[src/rtl/core_pkg.sv]
// Shared core definitions: MEM_* access encodings, datapath widths and LSU helpers.
package core_pkg;

    localparam int DATA_WIDTH     = 32;
    localparam int ADDR_WIDTH     = 32;
    localparam int MEM_CTRL_WIDTH = 4;

    // Bit 3 marks a store; loads and stores are ordered by size within each half.
    localparam logic [MEM_CTRL_WIDTH-1:0] MEM_IDLE = 4'h0;
    localparam logic [MEM_CTRL_WIDTH-1:0] MEM_RB   = 4'h1;
    localparam logic [MEM_CTRL_WIDTH-1:0] MEM_RH   = 4'h2;
    localparam logic [MEM_CTRL_WIDTH-1:0] MEM_RW   = 4'h3;
    localparam logic [MEM_CTRL_WIDTH-1:0] MEM_RD   = 4'h4;
    localparam logic [MEM_CTRL_WIDTH-1:0] MEM_RBU  = 4'h5;
    localparam logic [MEM_CTRL_WIDTH-1:0] MEM_RHU  = 4'h6;
    localparam logic [MEM_CTRL_WIDTH-1:0] MEM_RWU  = 4'h7;
    localparam logic [MEM_CTRL_WIDTH-1:0] MEM_WB   = 4'h8;
    localparam logic [MEM_CTRL_WIDTH-1:0] MEM_WH   = 4'h9;
    localparam logic [MEM_CTRL_WIDTH-1:0] MEM_WW   = 4'hA;
    localparam logic [MEM_CTRL_WIDTH-1:0] MEM_WD   = 4'hB;

    typedef enum logic [1:0] {IDLE, REQ, WAIT, RSP} lsu_state_e;

    function automatic logic mem_is_store(input logic [MEM_CTRL_WIDTH-1:0] ctrl);
        return ctrl[3];
    endfunction

    function automatic logic mem_is_signed(input logic [MEM_CTRL_WIDTH-1:0] ctrl);
        return (ctrl == MEM_RB) || (ctrl == MEM_RH) || (ctrl == MEM_RW);
    endfunction

    // log2 of the access size in bytes
    function automatic logic [1:0] mem_size(input logic [MEM_CTRL_WIDTH-1:0] ctrl);
        case (ctrl)
            MEM_RH, MEM_RHU, MEM_WH: return 2'd1;
            MEM_RW, MEM_RWU, MEM_WW: return 2'd2;
            MEM_RD, MEM_WD:          return 2'd3;
            default:                 return 2'd0;
        endcase
    endfunction

endpackage

[src/rtl/load_store_unit_load_align.sv]
// Moves the addressed lanes of a memory read word down to bit 0 and sign/zero-extends them.
module lsu_load_align
    import core_pkg::*;
#(
    parameter int DATA_WIDTH = core_pkg::DATA_WIDTH,
    parameter int OFF_WIDTH  = $clog2(DATA_WIDTH / 8)
) (
    input  logic [DATA_WIDTH-1:0]     rdata_i,
    input  logic [OFF_WIDTH-1:0]      off_i,
    input  logic [MEM_CTRL_WIDTH-1:0] ctrl_i,
    output logic [DATA_WIDTH-1:0]     data_o
);

    localparam logic [7:0] DW8 = 8'(DATA_WIDTH);

    logic [DATA_WIDTH-1:0]        shifted;
    logic [DATA_WIDTH-1:0]        left;
    logic signed [DATA_WIDTH-1:0] arith;
    logic [7:0]                   keepBits;
    logic [7:0]                   lsh;

    // Push the wanted field to the top, then shift back down arithmetically or logically.
    always_comb begin
        shifted  = rdata_i >> {off_i, 3'b000};
        keepBits = 8'd8 << mem_size(ctrl_i);
        lsh      = (keepBits >= DW8) ? 8'd0 : (DW8 - keepBits);
        left     = shifted << lsh;
        arith    = $signed(left) >>> lsh;
        data_o   = mem_is_signed(ctrl_i) ? $unsigned(arith) : (left >> lsh);
    end

endmodule

[src/rtl/load_store_unit.sv]
// Single-outstanding load/store unit between the MEM stage and the data-memory port.
module load_store_unit
    import core_pkg::*;
#(
    parameter int DATA_WIDTH     = core_pkg::DATA_WIDTH,
    parameter int ADDR_WIDTH     = core_pkg::ADDR_WIDTH,
    parameter int TIMEOUT_CYCLES = 255
) (
    input  logic                      clk_i,
    input  logic                      rstn_i,
    input  logic                      req_valid_i,
    output logic                      req_ready_o,
    input  logic [MEM_CTRL_WIDTH-1:0] req_ctrl_i,
    input  logic [ADDR_WIDTH-1:0]     req_addr_i,
    input  logic [DATA_WIDTH-1:0]     req_wdata_i,
    output logic                      rsp_valid_o,
    input  logic                      rsp_ready_i,
    output logic [DATA_WIDTH-1:0]     rsp_data_o,
    output logic                      rsp_err_o,
    output logic                      m_req_o,
    output logic                      m_we_o,
    output logic [ADDR_WIDTH-1:0]     m_addr_o,
    output logic [DATA_WIDTH/8-1:0]   m_be_o,
    output logic [DATA_WIDTH-1:0]     m_wdata_o,
    input  logic                      m_gnt_i,
    input  logic                      m_rvalid_i,
    input  logic [DATA_WIDTH-1:0]     m_rdata_i
);

    localparam int BE_WIDTH          = DATA_WIDTH / 8;
    localparam int ADDR_OFFSET_WIDTH = $clog2(BE_WIDTH);
    localparam int WDOG_WIDTH        = (TIMEOUT_CYCLES > 0) ? $clog2(TIMEOUT_CYCLES + 1) : 1;
    localparam logic [WDOG_WIDTH-1:0] WDOG_LAST =
        (TIMEOUT_CYCLES > 0) ? WDOG_WIDTH'(TIMEOUT_CYCLES - 1) : '0;

    lsu_state_e                state_q, state_d;
    logic [MEM_CTRL_WIDTH-1:0] ctrl_q, ctrl_d;
    logic [ADDR_WIDTH-1:0]     addr_q, addr_d;
    logic [DATA_WIDTH-1:0]     wdata_q, wdata_d;
    logic [DATA_WIDTH-1:0]     rsp_data_q, rsp_data_d;
    logic                      rsp_err_q, rsp_err_d;
    logic [WDOG_WIDTH-1:0]     wdog_q, wdog_d;

    logic [1:0]                   reqSize;
    logic [ADDR_OFFSET_WIDTH-1:0] reqOff;
    logic [ADDR_OFFSET_WIDTH-1:0] alignMask;
    logic                         reqBad;
    logic                         wdogExpired;
    logic [1:0]                   sizeQ;
    logic [15:0]                  beWide;
    logic [DATA_WIDTH-1:0]        laneData;
    logic [DATA_WIDTH-1:0]        loadData;
    logic                         inReq;

    lsu_load_align #(
        .DATA_WIDTH (DATA_WIDTH),
        .OFF_WIDTH  (ADDR_OFFSET_WIDTH)
    ) u_load_align (
        .rdata_i (m_rdata_i),
        .off_i   (addr_q[ADDR_OFFSET_WIDTH-1:0]),
        .ctrl_i  (ctrl_q),
        .data_o  (loadData)
    );

    // Requests that are misaligned or not available on this XLEN never reach memory.
    always_comb begin
        reqSize   = mem_size(req_ctrl_i);
        reqOff    = req_addr_i[ADDR_OFFSET_WIDTH-1:0];
        alignMask = ADDR_OFFSET_WIDTH'((4'd1 << reqSize) - 4'd1);
        reqBad    = ((reqOff & alignMask) != '0)
                 || (req_ctrl_i > MEM_WD)
                 || ((DATA_WIDTH == 32) && ((req_ctrl_i == MEM_RWU) ||
                                            (req_ctrl_i == MEM_RD)  ||
                                            (req_ctrl_i == MEM_WD)));
    end

    assign wdogExpired = (TIMEOUT_CYCLES != 0) && (wdog_q >= WDOG_LAST);

    always_comb begin
        state_d    = state_q;
        ctrl_d     = ctrl_q;
        addr_d     = addr_q;
        wdata_d    = wdata_q;
        rsp_data_d = rsp_data_q;
        rsp_err_d  = rsp_err_q;
        wdog_d     = wdog_q;
        case (state_q)
            IDLE: begin
                if (req_valid_i) begin
                    ctrl_d     = req_ctrl_i;
                    addr_d     = req_addr_i;
                    wdata_d    = req_wdata_i;
                    wdog_d     = '0;
                    rsp_data_d = '0;
                    rsp_err_d  = reqBad;
                    state_d    = (reqBad || (req_ctrl_i == MEM_IDLE)) ? RSP : REQ;
                end
            end
            REQ: begin
                wdog_d = wdog_q + WDOG_WIDTH'(1);
                if (m_gnt_i) begin
                    state_d = WAIT;
                end else if (wdogExpired) begin
                    state_d    = RSP;
                    rsp_err_d  = 1'b1;
                    rsp_data_d = '0;
                end
            end
            WAIT: begin
                wdog_d = wdog_q + WDOG_WIDTH'(1);
                if (m_rvalid_i) begin
                    state_d    = RSP;
                    rsp_err_d  = 1'b0;
                    rsp_data_d = mem_is_store(ctrl_q) ? '0 : loadData;
                end else if (wdogExpired) begin
                    state_d    = RSP;
                    rsp_err_d  = 1'b1;
                    rsp_data_d = '0;
                end
            end
            RSP: begin
                if (rsp_ready_i) begin
                    state_d = IDLE;
                end
            end
            default: state_d = IDLE;
        endcase
    end

    always_ff @(posedge clk_i or negedge rstn_i) begin
        if (!rstn_i) begin
            state_q    <= IDLE;
            ctrl_q     <= '0;
            addr_q     <= '0;
            wdata_q    <= '0;
            rsp_data_q <= '0;
            rsp_err_q  <= 1'b0;
            wdog_q     <= '0;
        end else begin
            state_q    <= state_d;
            ctrl_q     <= ctrl_d;
            addr_q     <= addr_d;
            wdata_q    <= wdata_d;
            rsp_data_q <= rsp_data_d;
            rsp_err_q  <= rsp_err_d;
            wdog_q     <= wdog_d;
        end
    end

    // Byte enables and lane-replicated store data, derived from the held capture registers.
    always_comb begin
        sizeQ  = mem_size(ctrl_q);
        beWide = ((16'd1 << (4'd1 << sizeQ)) - 16'd1) << addr_q[ADDR_OFFSET_WIDTH-1:0];
        case (sizeQ)
            2'd0:    laneData = {BE_WIDTH{wdata_q[7:0]}};
            2'd1:    laneData = {(BE_WIDTH/2){wdata_q[15:0]}};
            2'd2:    laneData = {(BE_WIDTH/4){wdata_q[31:0]}};
            default: laneData = wdata_q;
        endcase
    end

    assign inReq       = (state_q == REQ);
    assign req_ready_o = (state_q == IDLE);
    assign rsp_valid_o = (state_q == RSP);
    assign rsp_data_o  = (state_q == RSP) ? rsp_data_q : '0;
    assign rsp_err_o   = (state_q == RSP) && rsp_err_q;
    assign m_req_o     = inReq;
    assign m_we_o      = inReq && mem_is_store(ctrl_q);
    assign m_addr_o    = inReq ? {addr_q[ADDR_WIDTH-1:ADDR_OFFSET_WIDTH], {ADDR_OFFSET_WIDTH{1'b0}}} : '0;
    assign m_be_o      = inReq ? beWide[BE_WIDTH-1:0] : '0;
    assign m_wdata_o   = inReq ? laneData : '0;

endmodule
[config.mk]
export PLATFORM = sky130hd
export DESIGN_NAME = load_store_unit
export DESIGN_NICKNAME = d
export VERILOG_FILES = /design/src/rtl/core_pkg.sv /design/src/rtl/load_store_unit_load_align.sv /design/src/rtl/load_store_unit.sv
export SDC_FILE = /design/constraint.sdc
export NUM_CORES = 1
export LEC_CHECK = 0
export CAP_MARGIN = 20
export CELL_PAD_IN_SITES_DETAIL_PLACEMENT = 0
export CELL_PAD_IN_SITES_GLOBAL_PLACEMENT = 2
export CORE_ASPECT_RATIO = 0.9
export CORE_MARGIN = 5
export CORE_UTILIZATION = 31
export CTS_CLUSTER_SIZE = 12
export DETAILED_ROUTE_END_ITERATION = 6
export PLACE_DENSITY_LB_ADDON = 0.1
export SYNTH_ARGS = -nofsm -noshare
export SYNTH_HDL_FRONTEND = slang
export SYNTH_SLANG_ARGS = --single-unit
[constraint.sdc]
create_clock -name clk_i -period 7.2 [get_ports clk_i]
set_clock_uncertainty 0.15 [all_clocks]
set_input_delay 1.08 -clock clk_i [delete_from_list [all_inputs] [get_ports clk_i]]
set_output_delay 1.08 -clock clk_i [all_outputs]
set_load 0.1 [all_outputs]
==> flow_metrics.tcl, run 1 <==
set metrics [dict create \
    drc 0 \
    synth_seq_cells 111 \
    syn_area_per_cell_um2 9.895 \
    start_util_pct 31.74 \
    n_fill_cell 2149 \
    htreeDepth 3 \
    cts_tree "done" \
    fmax_ghz 0.1689 \
    firstDrtPassIters 4 \
    ctsLongestPathBuffers 2 \
    ys_seq_area_share_pct 40.10 \
    antenna_found_initial 0 \
    yosys.area_share.xor_xnor_pct 0.3793 \
    hp-class "flop to flop" \
    cts.sinks 111 \
    std_cell_rows 51 \
    postCtsSetupBuffers 0 \
    multi_input_comb_area_um2 3864 \
    worstPathRequired_ns 5.97 \
    final_cells 1171 \
    synthesis.area_um2 6927 \
    seqCellArea_um2 2779 \
    drv_cap 0 \
    clkLatencyLatePin_ns 0.36 \
    grt_pass1_wl_um 36320 \
    synth_edf_count 0 \
    yosys.area_share.simple_pct 18.46 \
    synthCells 700 \
    grtUsageMet3_pct 7.575 \
    dp_hpwl_um 16050 \
    ant_nets 0 \
    grt_max_degree 74 \
    fin_crit_ns 5.922 \
    setup_viol 0 \
    ys.warnings.count 0 \
    dieWidth_um 167.6 \
    finalSetupTns_ns 0 \
    rsz0062_at_grt "no" \
    path_clk_slew_ns 0.08 \
    arrival_ns 4.69 \
    dp.cells 1154 \
    dieHeight_um 151.8 \
    synth_compound_area_share_pct 16.87 \
    worstMarginPinSlew_ns 1.128 \
    start_kind "flop" \
    cts-root-buf "clkbuf_16" \
    grt.met2_usage_pct 26.91 \
    synth_fa_ha_area_share_pct 2.710 \
    io_buffers 208 \
    cts_resized 0 \
    place.gp.congestion 0.7897 \
    critPathCaptureType "output port" \
    slew_headroom_pct 24.59 \
    post_synth_mux_area_share_pct 17.18 \
    dieArea_um2 25440 \
    ir_drop_mv 0.3084 \
    drt_iter0_drc 332 \
    hold_buffers 0 \
    grt_usage_pct 17.52 \
    vias 6013 \
    crit_path_max_fanout 27 \
    finalPower_mw 5.060 \
    final_layout_size_suffix_gt1_share_pct 13.07 \
    ys.flop_type "dfrtp_1" \
    num_io_pins 211 \
    cellPowerDensity_nw_per_um2 529.6 \
    core_area_um2 21820 \
    r2r_setup_slack_ns 3.60 \
    finalCritPeriodShare_pct 82.25 \
    wl_per_cell_um 19.32 \
    routed_wl_um 22620 \
    synthToLayoutAreaGrowth_pct 37.93 \
    ys_types 62 \
    synth_top_family_by_area "simple AND/OR/NAND/NOR gates" \
    busiest_layer "met2" \
    met1_usage_pct 23.16 \
    fin_nets 996 \
    grt_overflow 0 \
    grt_pass1_vias 6408 \
    cts-buffers-inserted 9 \
    drv_slew 0 \
    timing.final.hold_violations 0 \
    outcome "finished, final reports clean" \
    vias_per_cell 5.135 \
    crit_type "flop to output port" \
    diodes 0 \
    p_leak_nw 3.990 \
    synthArstFlopShare_pct 100.0 \
]
## critical path, stage by stage, from the launching register on
cell	delay, ns
dfrtp_1	0.43
inv_1	0.09
ha_1	0.22
a21oi_1	0.28
o21ai_2	0.30
nor2_1	0.21
inv_1	0.10
ha_1	0.49
nor3_2	0.68
a22oi_1	0.19
nor2b_1	0.17
clkdlybuf4s50_1	1.16
## cells in the mapped netlist (11+ instances only)
cell / n / area [um2]
mux2i_1: 30 / 300.3
ha_1: 15 / 187.7
a22oi_1: 26 / 195.2
and2_1: 92 / 575.6
inv_1: 12 / 45.04
dfrtp_1: 111 / 2778
nor2_1: 26 / 97.59
mux2_2: 69 / 777.0
and3_1: 11 / 68.82
nand2_1: 57 / 214.0
o21ai_0: 45 / 225.2
nor2b_1: 18 / 112.6
buf_2: 13 / 65.06
clkbuf_1: 29 / 108.9
a21oi_1: 23 / 115.1
## where the power goes
part | switching [mW] | leakage [nW] | internal (mW)
Combinational | 2.34 | 2.44 | 1.09
Sequential | 0.199 | 1.39 | 0.883
Clock | 0.270 | 0.162 | 0.286
Total | 2.81 | 3.99 | 2.25
## per-stage QoR
| stage | instance area, um2 | utilization (%) | worst slack [ns] | hold slack (ns) |
|---|---|---|---|---|
| after floorplan | 6930 | - | 1.904 | 0.2902 |
| after global placement | 9199 | 42.15 | 1.856 | 0.3123 |
| after detailed placement | 9199 | 42.15 | 1.701 | 0.3137 |
| after CTS | 9534 | 43.69 | 1.276 | 0.3325 |
| after global routing | 9554 | 43.78 | 0.9597 | 0.3646 |
| final | 9554 | 43.78 | 1.278 | 0.3288 |
## registers in the layout, summed over array words and instances (netlist names)
| signal | flops |
|---|---|
| addr_q | 32 |
| ctrl_q | 4 |
| rsp_data_q | 32 |
| rsp_err_q | 1 |
| state_q | 2 |
| wdata_q | 32 |
| wdog_q | 8 |
## worst paths after layout
path	startpoint	endpoint	depth (start not counted)
worst max-delay path	ctrl_q[0]	m_wdata_o[12]	11
worst min-delay path	rsp_data_q[7]	rsp_data_q[7]	2
worst max register to register	ctrl_q[0]	rsp_data_q[30]	11
worst min register to register	rsp_data_q[7]	rsp_data_q[7]	2
max in group asynchronous	rstn_i	rsp_data_q[31]	2
min in group asynchronous	rstn_i	rsp_data_q[27]	1
## metal layers
metal / vias to the layer above / part of all wire, %
li1: 2843 / -
met1: 2956 / 46
met2: 193 / 44
met3: 21 / 8.9
met4: 0 / 1.3
met5: - / 0
## final cells by class
cell class              instances  area share [%]
well taps                     291           3.811
clock inverters                 7           1.152
inverters                      12          0.4715
repair buffers                218           22.68
flip-flops and latches        111           29.09
clock buffers                   9           2.357
multi-input cells             523           40.44
## placed cells by master, fill, tap and decap left out, types with 4 or more instances in the layout
| cell | netlist | final |
|---|---|---|
| nor3_1 | 4 | 4 |
| ha_1 | 15 | 14 |
| o2111ai_1 | 4 | 4 |
| clkbuf_16 | 0 | 9 |
| o21ai_0 | 45 | 45 |
| mux2i_1 | 30 | 30 |
| a211o_1 | 7 | 7 |
| a31oi_1 | 5 | 5 |
| nor3b_1 | 6 | 6 |
| nor2_1 | 26 | 26 |
| nor2b_1 | 18 | 18 |
| dfrtp_1 | 111 | 110 |
| a2bb2oi_1 | 6 | 6 |
| and3_1 | 11 | 11 |
| nand2_1 | 57 | 56 |
| a21oi_1 | 23 | 23 |
| buf_4 | 7 | 10 |
| a22oi_1 | 26 | 26 |
| a22o_1 | 10 | 10 |
| nand2b_1 | 4 | 4 |
| clkdlybuf4s50_1 | 0 | 207 |
| inv_1 | 12 | 12 |
| mux4_2 | 5 | 5 |
| a32o_1 | 8 | 8 |
| mux2_2 | 69 | 69 |
| and2_1 | 92 | 92 |
## logic make-up (layout without fill, tap and decap cells)
group,after synthesis,after routing
simple gates,234,234
compound gates,165,165
flops,111,111
mux,104,104
buf+inv,67,246
fa+ha+maj,15,15
xor+xnor,3,3
other cells,1,2
Note: power is estimated with default switching activity, not from simulation.
==> run 2: changes to the inputs <==
--- a/config.mk
+++ b/config.mk
@@ -10,7 +10,7 @@
 export CELL_PAD_IN_SITES_GLOBAL_PLACEMENT = 2
 export CORE_ASPECT_RATIO = 0.9
 export CORE_MARGIN = 5
-export CORE_UTILIZATION = 31
+export CORE_UTILIZATION = 26
 export CTS_CLUSTER_SIZE = 12
 export DETAILED_ROUTE_END_ITERATION = 6
 export PLACE_DENSITY_LB_ADDON = 0.1
==> constraint.sdc (replaced) <==
create_clock -name clk_i -period 4.97 [get_ports clk_i]
set_clock_uncertainty 0.15 [all_clocks]
set_input_delay 0.7455 -clock clk_i [delete_from_list [all_inputs] [get_ports clk_i]]
set_output_delay 0.7455 -clock clk_i [all_outputs]
set_load 0.1 [all_outputs]
==> flow_metrics.tcl, run 2 (synthesis results as in run 1) <==
set metrics [dict create \
    arrival_ns 3.63 \
    firstDrtPassIters 6 \
    cts-root-buf "clkbuf_16" \
    rsz0062_at_grt "no" \
    dp_hpwl_um 17610 \
    ir_drop_mv 0.4171 \
    num_io_pins 211 \
    fmax_ghz 0.2211 \
    fin_crit_ns 4.523 \
    drc 0 \
    worstRegToRegCells 11 \
    vias_per_cell 4.929 \
    htreeDepth 3 \
    multi_input_comb_area_um2 3864 \
    dieHeight_um 164.8 \
    cts.sinks 111 \
    biggestRegsByFlops "addr_q (32), rsp_data_q (32), wdata_q (32)" \
    antenna_found_initial 5 \
    drv_cap 0 \
    hold-worst-slack_ns 0.1792 \
    grt_overflow 0 \
    p_leak_nw 4.174 \
    n_fill_cell 2612 \
    finalSetupTns_ns 0 \
    path_clk_slew_ns 0.09 \
    dieArea_um2 30010 \
    crit_path_max_fanout 18 \
    std_cell_rows 56 \
    cts_tree "done" \
    place.gp.congestion 0.7603 \
    slew_headroom_pct 31.00 \
    dieWidth_um 182.1 \
    critPathCaptureType "output port" \
    routed_wl_um 24380 \
    postCtsSetupBuffers 0 \
    path_buf_inv 4 \
    ctsLongestPathBuffers 2 \
    path_cells "inv_1 > ha_1 > or3b_1 > o21ai_1 > nor2_1 > inv_1 > ha_1 > buf_4 > a21o_1 > a22oi_1 > nor2b_1 > buf_12" \
    grt_usage_pct 15.96 \
    crit_path_top_delay_cell "dfrtp_1" \
    ant_nets 0 \
    worstMarginPinSlew_ns 1.032 \
    outcome "finished, final reports clean" \
    hp-class "input port to asynchronous set/reset pin" \
    clkLatencyLatePin_ns 0.35 \
    fin_nets 998 \
    setup_viol 0 \
    hold_buffers 0 \
    core_area_um2 26140 \
    io_buffers 208 \
    start_util_pct 26.50 \
    mostFrequentLayoutCells "147 x clkdlybuf4s50_1, 110 x dfrtp_1, 92 x and2_1" \
    crit_type "flop to output port" \
    max_stage_delay_ns 0.43 \
    grt_max_degree 53 \
    drv_slew 0 \
    seqCellArea_um2 2779 \
    synthToLayoutAreaGrowth_pct 41.04 \
    grt_pass1_wl_um 37720 \
    drt_iter0_drc 206 \
    final_layout_size_suffix_gt1_share_pct 19.95 \
    cts-buffers-inserted 9 \
    cp_top_family "simple AND/OR/NAND/NOR gates" \
    start_kind "flop" \
    grt_pass1_vias 6439 \
    timing.final.hold_violations 0 \
    vias 6068 \
    layout_commonest_cell "clkdlybuf4s50_1" \
    wl_per_cell_um 19.81 \
    finalCritPeriodShare_pct 91.01 \
    cellPowerDensity_nw_per_um2 773.5 \
    worstPathRequired_ns 4.07 \
    cp.depth 12 \
    cts_resized 0 \
]
## run 2: cell types whose count changed in the layout (fill, tap and decap cells not counted), sizes merged, moves of 2 or more
cell | previous run | this run
buf | 11 | 73
clkdlybuf4s50 | 207 | 147
clkinv | 3 | 1
inv | 15 | 17
## run 2: final cells by class
| class | count | area share [%] |
|---|---|---|
| Multi-Input combinational cell | 523 | 39.55 |
| Sequential cell | 111 | 28.45 |
| Timing Repair Buffer | 220 | 24.13 |
| Tap cell | 348 | 4.457 |
| Clock buffer | 10 | 2.344 |
| Clock inverter | 6 | 0.5891 |
| Inverter | 12 | 0.4611 |
| Antenna cell | 1 | 0.02561 |
## run 2: worst register-to-register path, cell delays in order (launching register included)
cell and delay (ns):
dfrtp_1 0.43, inv_1 0.09, ha_1 0.30, or3b_1 0.40, o21ai_1 0.27, nor2_1 0.13
ha_1 0.47, nor2_1 0.08, a2bb2oi_1 0.32, a21boi_2 0.26, a221o_1 0.42, a22o_1 0.19
## run 2: final timing paths
path / slack [ns] / start / endpoint
worst max register to register: 1.35 / ctrl_q[0] / rsp_data_q[30]
worst min-delay path: 0.18 / rstn_i / addr_q[8]
worst max-delay path: 0.45 / ctrl_q[0] / m_wdata_o[11]
min in group clk_i: 0.34 / rsp_data_q[31] / rsp_data_q[31]
worst min register to register: 0.34 / rsp_data_q[31] / rsp_data_q[31]
max in group asynchronous: 3.50 / rstn_i / addr_q[1]
## run 2: layer usage
metal / track usage, % / up-vias / part of all wire [%]
met5: 0 / - / 0.21
met3: 6.298 / 30 / 9.2
met2: 24.61 / 205 / 44
li1: - / 2850 / -
met1: 21.14 / 2975 / 45
met4: 3.752 / 8 / 1.1
## run 2: where the power goes
group | switching [mW] | leakage, nW | total (mW) | internal [mW]
combinational | 3.41 | 2.64 | 5.17 | 1.75
clock | 0.392 | 0.142 | 0.748 | 0.356
sequential | 0.365 | 1.39 | 1.64 | 1.28
total | 4.17 | 4.17 | 7.56 | 3.39
## run 2: stage by stage
stage | total power, mW | cell area [um2] | cells | setup WS, ns | util, %
after CTS | 7.664 | 9767 | 1230 | 0.4116 | 37.37
after global routing | 8.042 | 9769 | 1231 | 0.1707 | 37.38
after detailed placement | 6.875 | 9480 | 1214 | 0.8323 | 36.27
after floorplan | 5.324 | 6930 | 701 | 0.008373 | -
final | 7.557 | 9769 | 1231 | 0.4468 | 37.38
after global placement | 6.820 | 9480 | 1214 | 0.9922 | 36.27
==> run 3: changes to the inputs <==
--- a/config.mk
+++ b/config.mk
@@ -13,7 +13,8 @@
 export CORE_UTILIZATION = 26
 export CTS_CLUSTER_SIZE = 12
 export DETAILED_ROUTE_END_ITERATION = 6
-export PLACE_DENSITY_LB_ADDON = 0.1
+export MAX_ROUTING_LAYER = met4
+export PLACE_DENSITY = 0.87
 export SYNTH_ARGS = -nofsm -noshare
 export SYNTH_HDL_FRONTEND = slang
 export SYNTH_SLANG_ARGS = --single-unit
==> flow_metrics.tcl, run 3 (synthesis results as in run 1) <==
set metrics [dict create \
    hold-worst-slack_ns 0.2342 \
    grt_overflow 0 \
    cts-root-buf "clkbuf_16" \
    htreeDepth 3 \
    grt_pass1_wl_um 36800 \
    path_clk_slew_ns 0.08 \
    reg2reg_from "ctrl_q[0]" \
    place.gp.congestion 0.8379 \
    dp.cells 1215 \
    finalCritPeriodShare_pct 88.71 \
    postCtsSetupBuffers 0 \
    vias_per_cell 4.875 \
    r2r_setup_slack_ns 1.37 \
    mostFrequentLayoutCells "154 x clkdlybuf4s50_1, 110 x dfrtp_1, 92 x and2_1" \
    drv_cap 0 \
    grt_max_degree 72 \
    drc 0 \
    cts_resized 0 \
    layout_commonest_cell "clkdlybuf4s50_1" \
    io_buffers 208 \
    dp_hpwl_um 17080 \
    grt_usage_pct 16.07 \
    clkLatencyLatePin_ns 0.36 \
    worstPathRequired_ns 4.07 \
    r2r_end "rsp_data_q[30]" \
    hold_buffers 0 \
    synthToLayoutAreaGrowth_pct 41.76 \
    dp_slack_ns 0.9300 \
    core_area_um2 26140 \
    ir_drop_mv 0.4895 \
    ant_nets 0 \
    std_cell_rows 56 \
    crit_path_top_delay_cell "dfrtp_1" \
    start_util_pct 26.50 \
    worstRegToRegCells 11 \
    crit_type "flop to output port" \
    drt_iter0_drc 396 \
    routed_wl_um 23460 \
    grt_pass1_vias 6272 \
    seqCellArea_um2 2779 \
    antenna_found_initial 2 \
    grtUsageMet3_pct 5.704 \
    cellPowerDensity_nw_per_um2 766.3 \
    hp-class "input port to asynchronous set/reset pin" \
    rsz0062_at_grt "no" \
    outcome "finished, final reports clean" \
    finalSetupTns_ns 0 \
    fmax_ghz 0.2268 \
    met1_usage_pct 21.29 \
    final_layout_size_suffix_gt1_share_pct 19.34 \
    max_stage_delay_ns 0.41 \
    fin_nets 1000 \
    cts_tree "done" \
    vias 6016 \
    timing.final.hold_violations 0 \
    cts-buffers-inserted 9 \
    num_io_pins 211 \
    cts.sinks 111 \
    wl_per_cell_um 19.01 \
    drv_slew 0 \
    ctsLongestPathBuffers 2 \
    dieHeight_um 164.8 \
    busiest_layer "met2" \
    slew_headroom_pct 31.78 \
    dieArea_um2 30010 \
    p_leak_nw 4.177 \
    critPathCaptureType "output port" \
    fin_util_pct 37.57 \
    worstMarginPinSlew_ns 1.020 \
    multi_input_comb_area_um2 3869 \
    crit_path_max_fanout 22 \
    worst_slack_ns 0.5611 \
    firstDrtPassIters 5 \
    dieWidth_um 182.1 \
    fin_crit_ns 4.409 \
    n_fill_cell 2615 \
    start_kind "flop" \
    setup_viol 0 \
    biggestRegsByFlops "addr_q (32), rsp_data_q (32), wdata_q (32)" \
    path_cells "inv_1 > ha_1 > or3b_1 > o21ai_1 > nor2_1 > inv_1 > ha_1 > buf_4 > a21o_1 > a22oi_1 > nor2b_1 > buf_12" \
    grt.met2_usage_pct 24.14 \
    arrival_ns 3.51 \
    final_cells 1234 \
]
## run 3: per-layer routing
| metal | share of wire [%] | wire length [um] | vias up |
|---|---|---|---|
| met3 | 8.5 | 2002 | 13 |
| met2 | 44 | 10360 | 210 |
| met5 | 0 | 0 | - |
| met1 | 47 | 10910 | 2939 |
| li1 | - | - | 2854 |
| met4 | 0.80 | 188 | 0 |
## run 3: how the worst max path moves through the flow
stage	slack, ns	depth (start not counted)	start	end
after global placement	1.01	12	ctrl_q[0]	m_wdata_o[15]
after detailed placement	0.93	12	ctrl_q[0]	m_wdata_o[15]
final	0.56	12	ctrl_q[0]	m_wdata_o[15]
after global routing	0.20	12	ctrl_q[0]	m_wdata_o[28]
after CTS	0.51	12	ctrl_q[0]	m_wdata_o[15]
after floorplan	0.008	5	state_q[1]	m_be_o[1]
## run 3: area by class of cell
class | count | area share [%]
timing repair buffer | 222 | 24.39
sequential | 111 | 28.30
tap | 348 | 4.434
clock inverter | 6 | 0.6371
antenna | 2 | 0.05097
clock buffer | 10 | 2.332
multi-input combinational | 523 | 39.40
inverter | 12 | 0.4587
## run 3: worst max-delay path, delay by kind of cell, from the launching register on
kind,cells,cell delay [ns]
AOI/OAI and AO/OA,3,0.72
DFF,1,0.41
and+or+nand+nor,3,0.77
adders and majority gates,2,0.56
buffers and inverters,4,0.68
## run 3: power breakdown
part,leakage [nW],total (mW),internal [mW],switching (mW)
combinational,2.65,5.15,1.76,3.39
sequential,1.39,1.63,1.28,0.350
clock,0.142,0.751,0.356,0.396
total,4.18,7.52,3.39,4.13
## run 3: stage by stage
stage | cell area, um2 | total power [mW]
5_1_grt | 9819 | 8.049
2_1_floorplan | 6930 | 5.324
4_1_cts | 9789 | 7.578
3_5_place_dp | 9498 | 6.794
3_3_place_gp | 9498 | 6.766
6_report | 9819 | 7.525
